## src/rtl/trig_pkg.sv

```systemverilog
// Shared types and default sizing for the trigger unit.
package trig_pkg;

  typedef enum logic [1:0] {
    TRIG_FALL = 2'b00,
    TRIG_RISE = 2'b01,
    TRIG_BOTH = 2'b10,
    TRIG_OFF  = 2'b11
  } trig_mode_e;

  typedef enum logic [1:0] {
    IDLE    = 2'd0,
    TRIG    = 2'd1,
    HOLDOFF = 2'd2
  } trig_state_e;

  localparam int DEF_SYNC_STAGES = 2;
  localparam int DEF_HOLDOFF_W   = 16;

endpackage

```

## src/rtl/trig_sync_edge.sv

```systemverilog
// One trigger channel: metastability synchroniser, previous-level flop and
// registered rise/fall strobes.
module trig_sync_edge
  import trig_pkg::*;
#(
  parameter int SYNC_STAGES = DEF_SYNC_STAGES
) (
  input  logic clk,
  input  logic rst_n,
  input  logic din,
  output logic rise,
  output logic fall
);

  logic [SYNC_STAGES-1:0] sync_p0;
  logic                   prev_p1;
  logic                   rise_p2;
  logic                   fall_p2;

  // Stage 0: synchroniser chain, oldest sample in the MSB
  always_ff @(posedge clk or negedge rst_n) begin
    if (!rst_n) begin
      sync_p0 <= '0;
    end else begin
      sync_p0 <= {sync_p0[SYNC_STAGES-2:0], din};
    end
  end

  // Stage 1/2: previous level and registered edge strobes
  always_ff @(posedge clk or negedge rst_n) begin
    if (!rst_n) begin
      prev_p1 <= 1'b0;
      rise_p2 <= 1'b0;
      fall_p2 <= 1'b0;
    end else begin
      prev_p1 <= sync_p0[SYNC_STAGES-1];
      rise_p2 <= sync_p0[SYNC_STAGES-1] & ~prev_p1;
      fall_p2 <= ~sync_p0[SYNC_STAGES-1] & prev_p1;
    end
  end

  assign rise = rise_p2;
  assign fall = fall_p2;

endmodule

```

## src/rtl/trig_unit.sv

```systemverilog
// Multi-channel trigger unit: per-channel edge detect, source/mode select,
// latched trigger with holdoff. Auto-trigger timeout enabled by TRIG_AUTO_EN.
module trig_unit
  import trig_pkg::*;
#(
  parameter int NUM_CH      = 4,
  parameter int SYNC_STAGES = DEF_SYNC_STAGES,
  parameter int HOLDOFF_W   = DEF_HOLDOFF_W,
  parameter int AUTO_CYCLES = 65536,
  localparam int SRC_W      = $clog2(NUM_CH)
) (
  input  logic                 clk,
  input  logic                 rst_n,
  input  logic [NUM_CH-1:0]    trig_in,
  input  logic [SRC_W-1:0]     trigSrc,
  input  logic [1:0]           trigMode,
  input  logic                 armed,
  input  logic                 trig_en,
  input  logic [HOLDOFF_W-1:0] holdoff,
  input  logic                 set_capture_done,
  output logic                 triggered,
  output logic                 trig_pulse,
  output logic                 holdoff_busy,
  output logic                 auto_trig
);

  logic [NUM_CH-1:0]    rise_v;
  logic [NUM_CH-1:0]    fall_v;
  logic [NUM_CH-1:0]    edge_v;
  logic                 evt;
  logic                 auto_hit;
  logic                 go;
  trig_state_e          state, state_nxt;
  logic [HOLDOFF_W-1:0] cnt, cnt_nxt;
  logic                 pulse_q, pulse_nxt;

  for (genvar g = 0; g < NUM_CH; g++) begin : g_ch
    trig_sync_edge #(
      .SYNC_STAGES(SYNC_STAGES)
    ) u_sync_edge (
      .clk  (clk),
      .rst_n(rst_n),
      .din  (trig_in[g]),
      .rise (rise_v[g]),
      .fall (fall_v[g])
    );
  end

  // Edge choice is made on every channel before the source mux, so moving
  // trigSrc between channels at different levels never looks like an edge.
  always_comb begin
    edge_v = '0;
    case (trig_mode_e'(trigMode))
      TRIG_FALL: edge_v = fall_v;
      TRIG_RISE: edge_v = rise_v;
      TRIG_BOTH: edge_v = rise_v | fall_v;
      default:   edge_v = '0;
    endcase
  end

  always_comb begin
    evt = 1'b0;
    for (int i = 0; i < NUM_CH; i++) begin
      if (trigSrc == SRC_W'(i)) evt = edge_v[i];
    end
  end

  assign go = armed & trig_en & ~set_capture_done & (evt | auto_hit);

  always_comb begin
    state_nxt = state;
    cnt_nxt   = cnt;
    pulse_nxt = 1'b0;
    case (state)
      IDLE: begin
        if (go) begin
          state_nxt = TRIG;
          pulse_nxt = 1'b1;
        end
      end
      TRIG: begin
        if (set_capture_done) begin
          if (holdoff == '0) begin
            state_nxt = IDLE;
          end else begin
            cnt_nxt   = holdoff;
            state_nxt = HOLDOFF;
          end
        end
      end
      HOLDOFF: begin
        cnt_nxt = cnt - 1'b1;
        if (cnt <= HOLDOFF_W'(1)) state_nxt = IDLE;
      end
      default: state_nxt = IDLE;
    endcase
  end

  // Stage 3: FSM state, holdoff count and trigger pulse
  always_ff @(posedge clk or negedge rst_n) begin
    if (!rst_n) begin
      state   <= IDLE;
      cnt     <= '0;
      pulse_q <= 1'b0;
    end else begin
      state   <= state_nxt;
      cnt     <= cnt_nxt;
      pulse_q <= pulse_nxt;
    end
  end

  assign triggered    = (state == TRIG);
  assign holdoff_busy = (state == HOLDOFF);
  assign trig_pulse   = pulse_q;

`ifdef TRIG_AUTO_EN
  localparam int AUTO_W = (AUTO_CYCLES > 1) ? $clog2(AUTO_CYCLES) : 1;

  logic [AUTO_W-1:0] auto_cnt;
  logic              auto_q;

  assign auto_hit = (auto_cnt == AUTO_W'(AUTO_CYCLES - 1));

  always_ff @(posedge clk or negedge rst_n) begin
    if (!rst_n) begin
      auto_cnt <= '0;
    end else if ((state != IDLE) || !(armed & trig_en)) begin
      auto_cnt <= '0;
    end else if (!auto_hit) begin
      auto_cnt <= auto_cnt + 1'b1;
    end
  end

  // A real edge in the timeout cycle wins, so the flag only marks pure timeouts.
  always_ff @(posedge clk or negedge rst_n) begin
    if (!rst_n) begin
      auto_q <= 1'b0;
    end else if (state == IDLE) begin
      auto_q <= go & ~evt;
    end else begin
      auto_q <= auto_q & (state_nxt == TRIG);
    end
  end

  assign auto_trig = auto_q;
`else
  // Timeout compiled out; this comparison is false for every legal AUTO_CYCLES.
  assign auto_hit  = (AUTO_CYCLES == 0);
  assign auto_trig = 1'b0;
`endif

endmodule

```

## config.mk

```make
export PLATFORM = sky130hd
export DESIGN_NAME = trig_unit
export DESIGN_NICKNAME = d
export VERILOG_FILES = /design/src/rtl/trig_pkg.sv /design/src/rtl/trig_sync_edge.sv /design/src/rtl/trig_unit.sv
export SDC_FILE = /design/constraint.sdc
export NUM_CORES = 1
export LEC_CHECK = 0
export ABC_AREA = 1
export CELL_PAD_IN_SITES_DETAIL_PLACEMENT = 1
export CELL_PAD_IN_SITES_GLOBAL_PLACEMENT = 1
export CORE_UTILIZATION = 39
export DETAILED_ROUTE_END_ITERATION = 7
export PLACE_DENSITY = 0.83
export RECOVER_POWER = 25
export SLEW_MARGIN = 0
export SYNTH_ARGS = -nofsm -noshare
export SYNTH_HDL_FRONTEND = slang
export SYNTH_SLANG_ARGS = --single-unit
```

## constraint.sdc

```tcl
create_clock -name clk -period 1.97 [get_ports clk]
set_clock_uncertainty 0.2 [all_clocks]
set_input_delay 0.197 -clock clk [delete_from_list [all_inputs] [get_ports clk]]
set_output_delay 0.197 -clock clk [all_outputs]
set_load 0.005 [all_outputs]
```

Yosys cells after proc, flatten, opt, wreduce, memory -nomap -nowiden
Cells that the tools add are included.
- flip-flop bits (word level): 39
- bits of input ports: 29
- output and inout port bits: 4
- logic and storage cells: 75
- bitwise gates (word level): 21
- multiplexer cells: 15
- equality and inequality tests: 11
- order comparisons: 1
- reduce and logical (&&, ||, !) cells: 7
- add/sub/neg operators: 1
- operators with widths (operator ; number):
    $mux W16 ; 2
    $pmux W16 S2 ; 1
    $le A16 B1 Y1 const B ; 1
    $logic_not A16 Y1 ; 1
    $sub A16 B1 Y16 const B ; 1
    $pmux W4 S3 ; 1
    $and A1 B1 Y1 ; 11
    $not A1 Y1 ; 9
    $eq A2 B2 Y1 const B ; 4
    $mux W2 ; 4
    $eq A2 B1 Y1 const B ; 3
    $logic_not A2 Y1 ; 3
    $mux W1 ; 6
    $ne A2 B2 Y1 const B ; 3
    $pmux W2 S3 ; 1
    $reduce_and A3 Y1 ; 2
    $or A4 B4 Y4 ; 1
    $ne A2 B1 Y1 const B ; 1
    $reduce_bool A2 Y1 ; 1

Logic depth before layout (Yosys ltp)
- depth in word-level cells: 9
- depth in mapped cells: 10
- mapped depth without buffers: 10

Cells and area by module
Synthesis repeated with hierarchy kept, for this count alone.
- cell total of the unflattened synthesis: 286
- area total of the unflattened synthesis: 2074.5 um^2
- by module, submodules not included (module ; cells an instance ; area each (um^2) ; instances ; seq. area each (um^2)):
    trig_unit ; 250 ; 1514.0 ; 1 ; 475.5
    trig_sync_edge ; 9 ; 140.1 ; 4 ; 125.1

Worst setup path after synthesis
No wires, ideal clock.
- path type: reg2reg
- start: register cnt[0]
- end: register cnt[6]
- data required time: 1.646 ns
- arrival time: 1.219 ns
- path slack: 0.427 ns
- path buffers: 0
- stages on the path, launching flop included: 9
- cell sequence: dfrtp_1 -> inv_1 -> ha_1 -> nand2_1 -> nor2_1 -> nand2_1 -> o21a_1 -> nand2_1 -> nand3_1
- cells in the longest elaborated chain, start to end: 2
- ends and longest elaborated chain (element ; line ; RTL):
    start, declared ; trig_unit.sv:34 ; logic [HOLDOFF_W-1:0] cnt, cnt_nxt;
    start signal, assigned ; trig_unit.sv:107 ; cnt <= cnt_nxt;
    $sub A16 B1 Y16 ; trig_unit.sv:92 ; cnt_nxt = cnt - 1'b1;
    $pmux W16 S2 ; trig_unit.sv:74 ; case (state)
Every way passes these cells.
A chain may end at the register's enable or synchronous reset.

Worst setup path in the final report
- start: register state[1]
- end: output holdoff_busy
- cells in the longest elaborated chain, start to end: 1
- ends and longest elaborated chain (element ; line ; RTL):
    start, declared ; trig_unit.sv:33 ; trig_state_e state, state_nxt;
    start signal, assigned ; trig_unit.sv:106 ; state <= state_nxt;
    $eq A2 B2 Y1 ; trig_unit.sv:113 ; assign holdoff_busy = (state == HOLDOFF);
    end, declared ; trig_unit.sv:23 ; output logic holdoff_busy,
Every way passes these cells.

==> out/results.txt <==
Post-DP Area = 2560 um2
GPL Wtd Cong = 0.896
FF-to-FF End = cnt[6]$_DFFE_PN0P_
max incr delay on CP = 520 ps
Max Fclk = 0.530 GHz
htree depth = 2
nets = 364
Lkg Pwr = 0.00128 uW
row count = 26
Die Ht = 75.8 um
Top delay family on crit path = buffers and inverters
unrepaired setup endpoints after global routing = no
Vias = 1998
max-cap violations = 0
Clock Sinks = 39
Slew Limit Fails = 0
R2R Setup Slk = 210 ps
Final setup viols = 0
vias in the first global route = 1933
initial DRC count = 102
WS Path Type = reg2out
HPWL after DPL = 4380 um
Synth Instances = 288
required time of the worst setup path = 1570 ps
Netlist cell types = 27
Peak VDD IR = 0.388 mV
root buf cell = clkbuf_8
Total Wirelength = 5850 um
critical path arrival = 1490 ps
worst-path maximum fanout = 4
largest net degree at the start of global routing = 23
Initial Util = 0.411
final worst-path setup slack = 84.1 ps
Die ar. = 5750 um2
worst skew pair latency = 300 ps
clock buffer depth = 2
Post-Synth Simple-Gate Area = 0.403
initial antenna violation count = 0
GRT Overall Usage = 0.224
YS warnings = 0
drt drc = 0
outcome = completed
Avg Cell Area, Syn = 7.38 um2
final instance area = 2700 um2
Core ar. = 5170 um2
WL/cell = 14.5 um
Placement Setup Slack = 49.8 ps
nature of the critical path endpoint = output port
multiplexer area fraction after synthesis = 0
CP Launch Type = flop
FF-to-FF path depth = 8
largest family of logic cells by synthesized area = simple AND/OR/NAND/NOR gates
PD cells = 616 nW/um2
port buffer count = 31
register area share after synthesis = 0.459
first-pass GRT wire length = 9250 um
share of cells above drive strength 1 = 0.126
TritonCTS clock tree = done
Post-Synth XOR/XNOR Area = 0
post-DR vias/cell = 4.95
crit path time final = 1890 ps
Area Growth Syn to Fin = 27.1%
Routed Antenna Nets = 0
syn nets = 319
clk slew on worst S/H paths = 90 ps
Slowest cell on crit path = clkdlybuf4s50_1
Num CTS Buffers = 5
period utilization = 0.957
worst hold path type = in2async
TNS Setup = 0 ps
TritonRoute pass-1 iters = 4
total grt overflow = 0
CTS resizes = 0
Yosys reg bits = 39
post-synthesis compound-gate area fraction = 0.0395
IO Pins = 33
Hold Fails Final Rpt = 0
Post-Synth Adder-Cell Area = 0.0118
chip width = 75.8 um
WP buf/inv = 2
n_diodes = 0
synthesized area = 2120 um2
CP cell instances = inv_1 > nor2_4 > clkdlybuf4s50_1
reg2reg start = cnt[0]$_DFFE_PN0P_
-- timing repair --
item,4_1_cts,5_1_grt
hold buffers,1,0
hold endpoints to repair,39,0
endpoints found under the setup margin,0,1
buffers inserted,0,2
-- synth_stat cells --
cell type,number,area [um2]
o21ai_0,4,20.0
buf_2,3,15.0
and2_1,2,12.5
a21oi_2,1,8.76
a21oi_1,1,5.00
nor2_4,4,45.0
inv_1,31,116
or2_2,2,12.5
nand2_4,1,11.3
nor2_1,53,199
buf_4,1,7.51
nor3_1,2,10.0
nand3_1,33,165
nand3_2,3,30.0
o21a_1,1,7.51
inv_2,5,18.8
nand2_2,1,6.26
nand2_1,79,297
nor2_2,3,18.8
ha_1,2,25.0
buf_6,2,22.5
nand4_1,5,31.3
o211ai_1,1,7.51
conb_1,1,3.75
o21ai_1,7,35.0
dfrtp_1,39,976
nand3_4,1,17.5
-- routing by layer --
| metal | vias up | track usage | routed length [um] |
|---|---|---|---|
| li1 | 980 | - | - |
| met1 | 965 | 0.292 | 2680 |
| met2 | 42 | 0.372 | 2810 |
| met3 | 11 | 0.0423 | 231 |
| met4 | 0 | 0.0802 | 135 |
| met5 | - | 0 | 0 |
-- cells in the final DEF (no fill, tap or decap), drive strengths merged, types with 5 or more instances in the layout --
cell,netlist,routed
nand2,81,81
o21ai,11,11
nand4,5,5
dfrtp,39,39
nor2,60,60
nand3,37,37
dlygate4sd3,0,5
clkdlybuf4s50,0,26
clkbuf,0,5
inv,36,37
buf,6,13
-- metrics by stage --
step,cells,hold WS [ps],utilization,total power (uW)
6_report,404,146,0.522,1660
2_1_floorplan,288,-299,-,875
5_1_grt,404,161,0.522,1720
4_1_cts,402,120,0.519,1670
3_3_place_gp,393,-54.7,0.495,966
3_5_place_dp,393,-54.2,0.495,971
-- cells by family after synthesis --
| group | count (synthesis) |
|---|---|
| simple gates | 189 |
| buf+inv | 42 |
| compound gates | 15 |
| other cells | 1 |
| fa+ha+maj | 2 |
| flops | 39 |
-- layout make-up --
class | count | area (um2)
clock inverters | 3 | 47.5
repair buffers | 44 | 418
inverters | 36 | 135
multi-input cells | 207 | 968
clock buffers | 5 | 68.8
fillers | 662 | 2470
well taps | 70 | 87.6
flip-flops and latches | 39 | 976
-- worst max-delay path by stage --
stage,to,start,cells past startpoint,slack [ps]
floorplan,cnt[6]$_DFFE_PN0P_,cnt[0]$_DFFE_PN0P_,8,430
global placement,cnt[12]$_DFFE_PN0P_,holdoff[8],9,110
detailed placement,cnt[12]$_DFFE_PN0P_,holdoff[4],9,50
CTS,triggered,state[0]$_DFFE_PN0P_,3,6
global route,holdoff_busy,state[1]$_DFFE_PN0P_,3,10
finish,holdoff_busy,state[1]$_DFFE_PN0P_,3,80
-- flip-flops by register name, indices dropped and copies added (netlist names) --
register and count:
state 2, trig_pulse 1, g_ch.u_sync_edge.rise 4, cnt 16, g_ch.u_sync_edge.prev_p1 4, g_ch.u_sync_edge.fall 4
g_ch.u_sync_edge.sync_p0 8
-- worst reg2reg max path: stages, from the launching register on --
cell,delay (ps)
dfrtp_1,430
inv_1,110
ha_1,260
nand2_1,110
nor2_1,150
nand2_1,100
o21a_1,170
nand2_1,50
nand3_1,70
-- report_power, final --
group	switching, uW	internal (uW)	total (uW)	leakage, uW
clock network	326	384	711	0.0000587
logic	56.0	67.9	124	0.000764
registers	9.87	820	830	0.000452
Power figures use the tool's default switching activity.
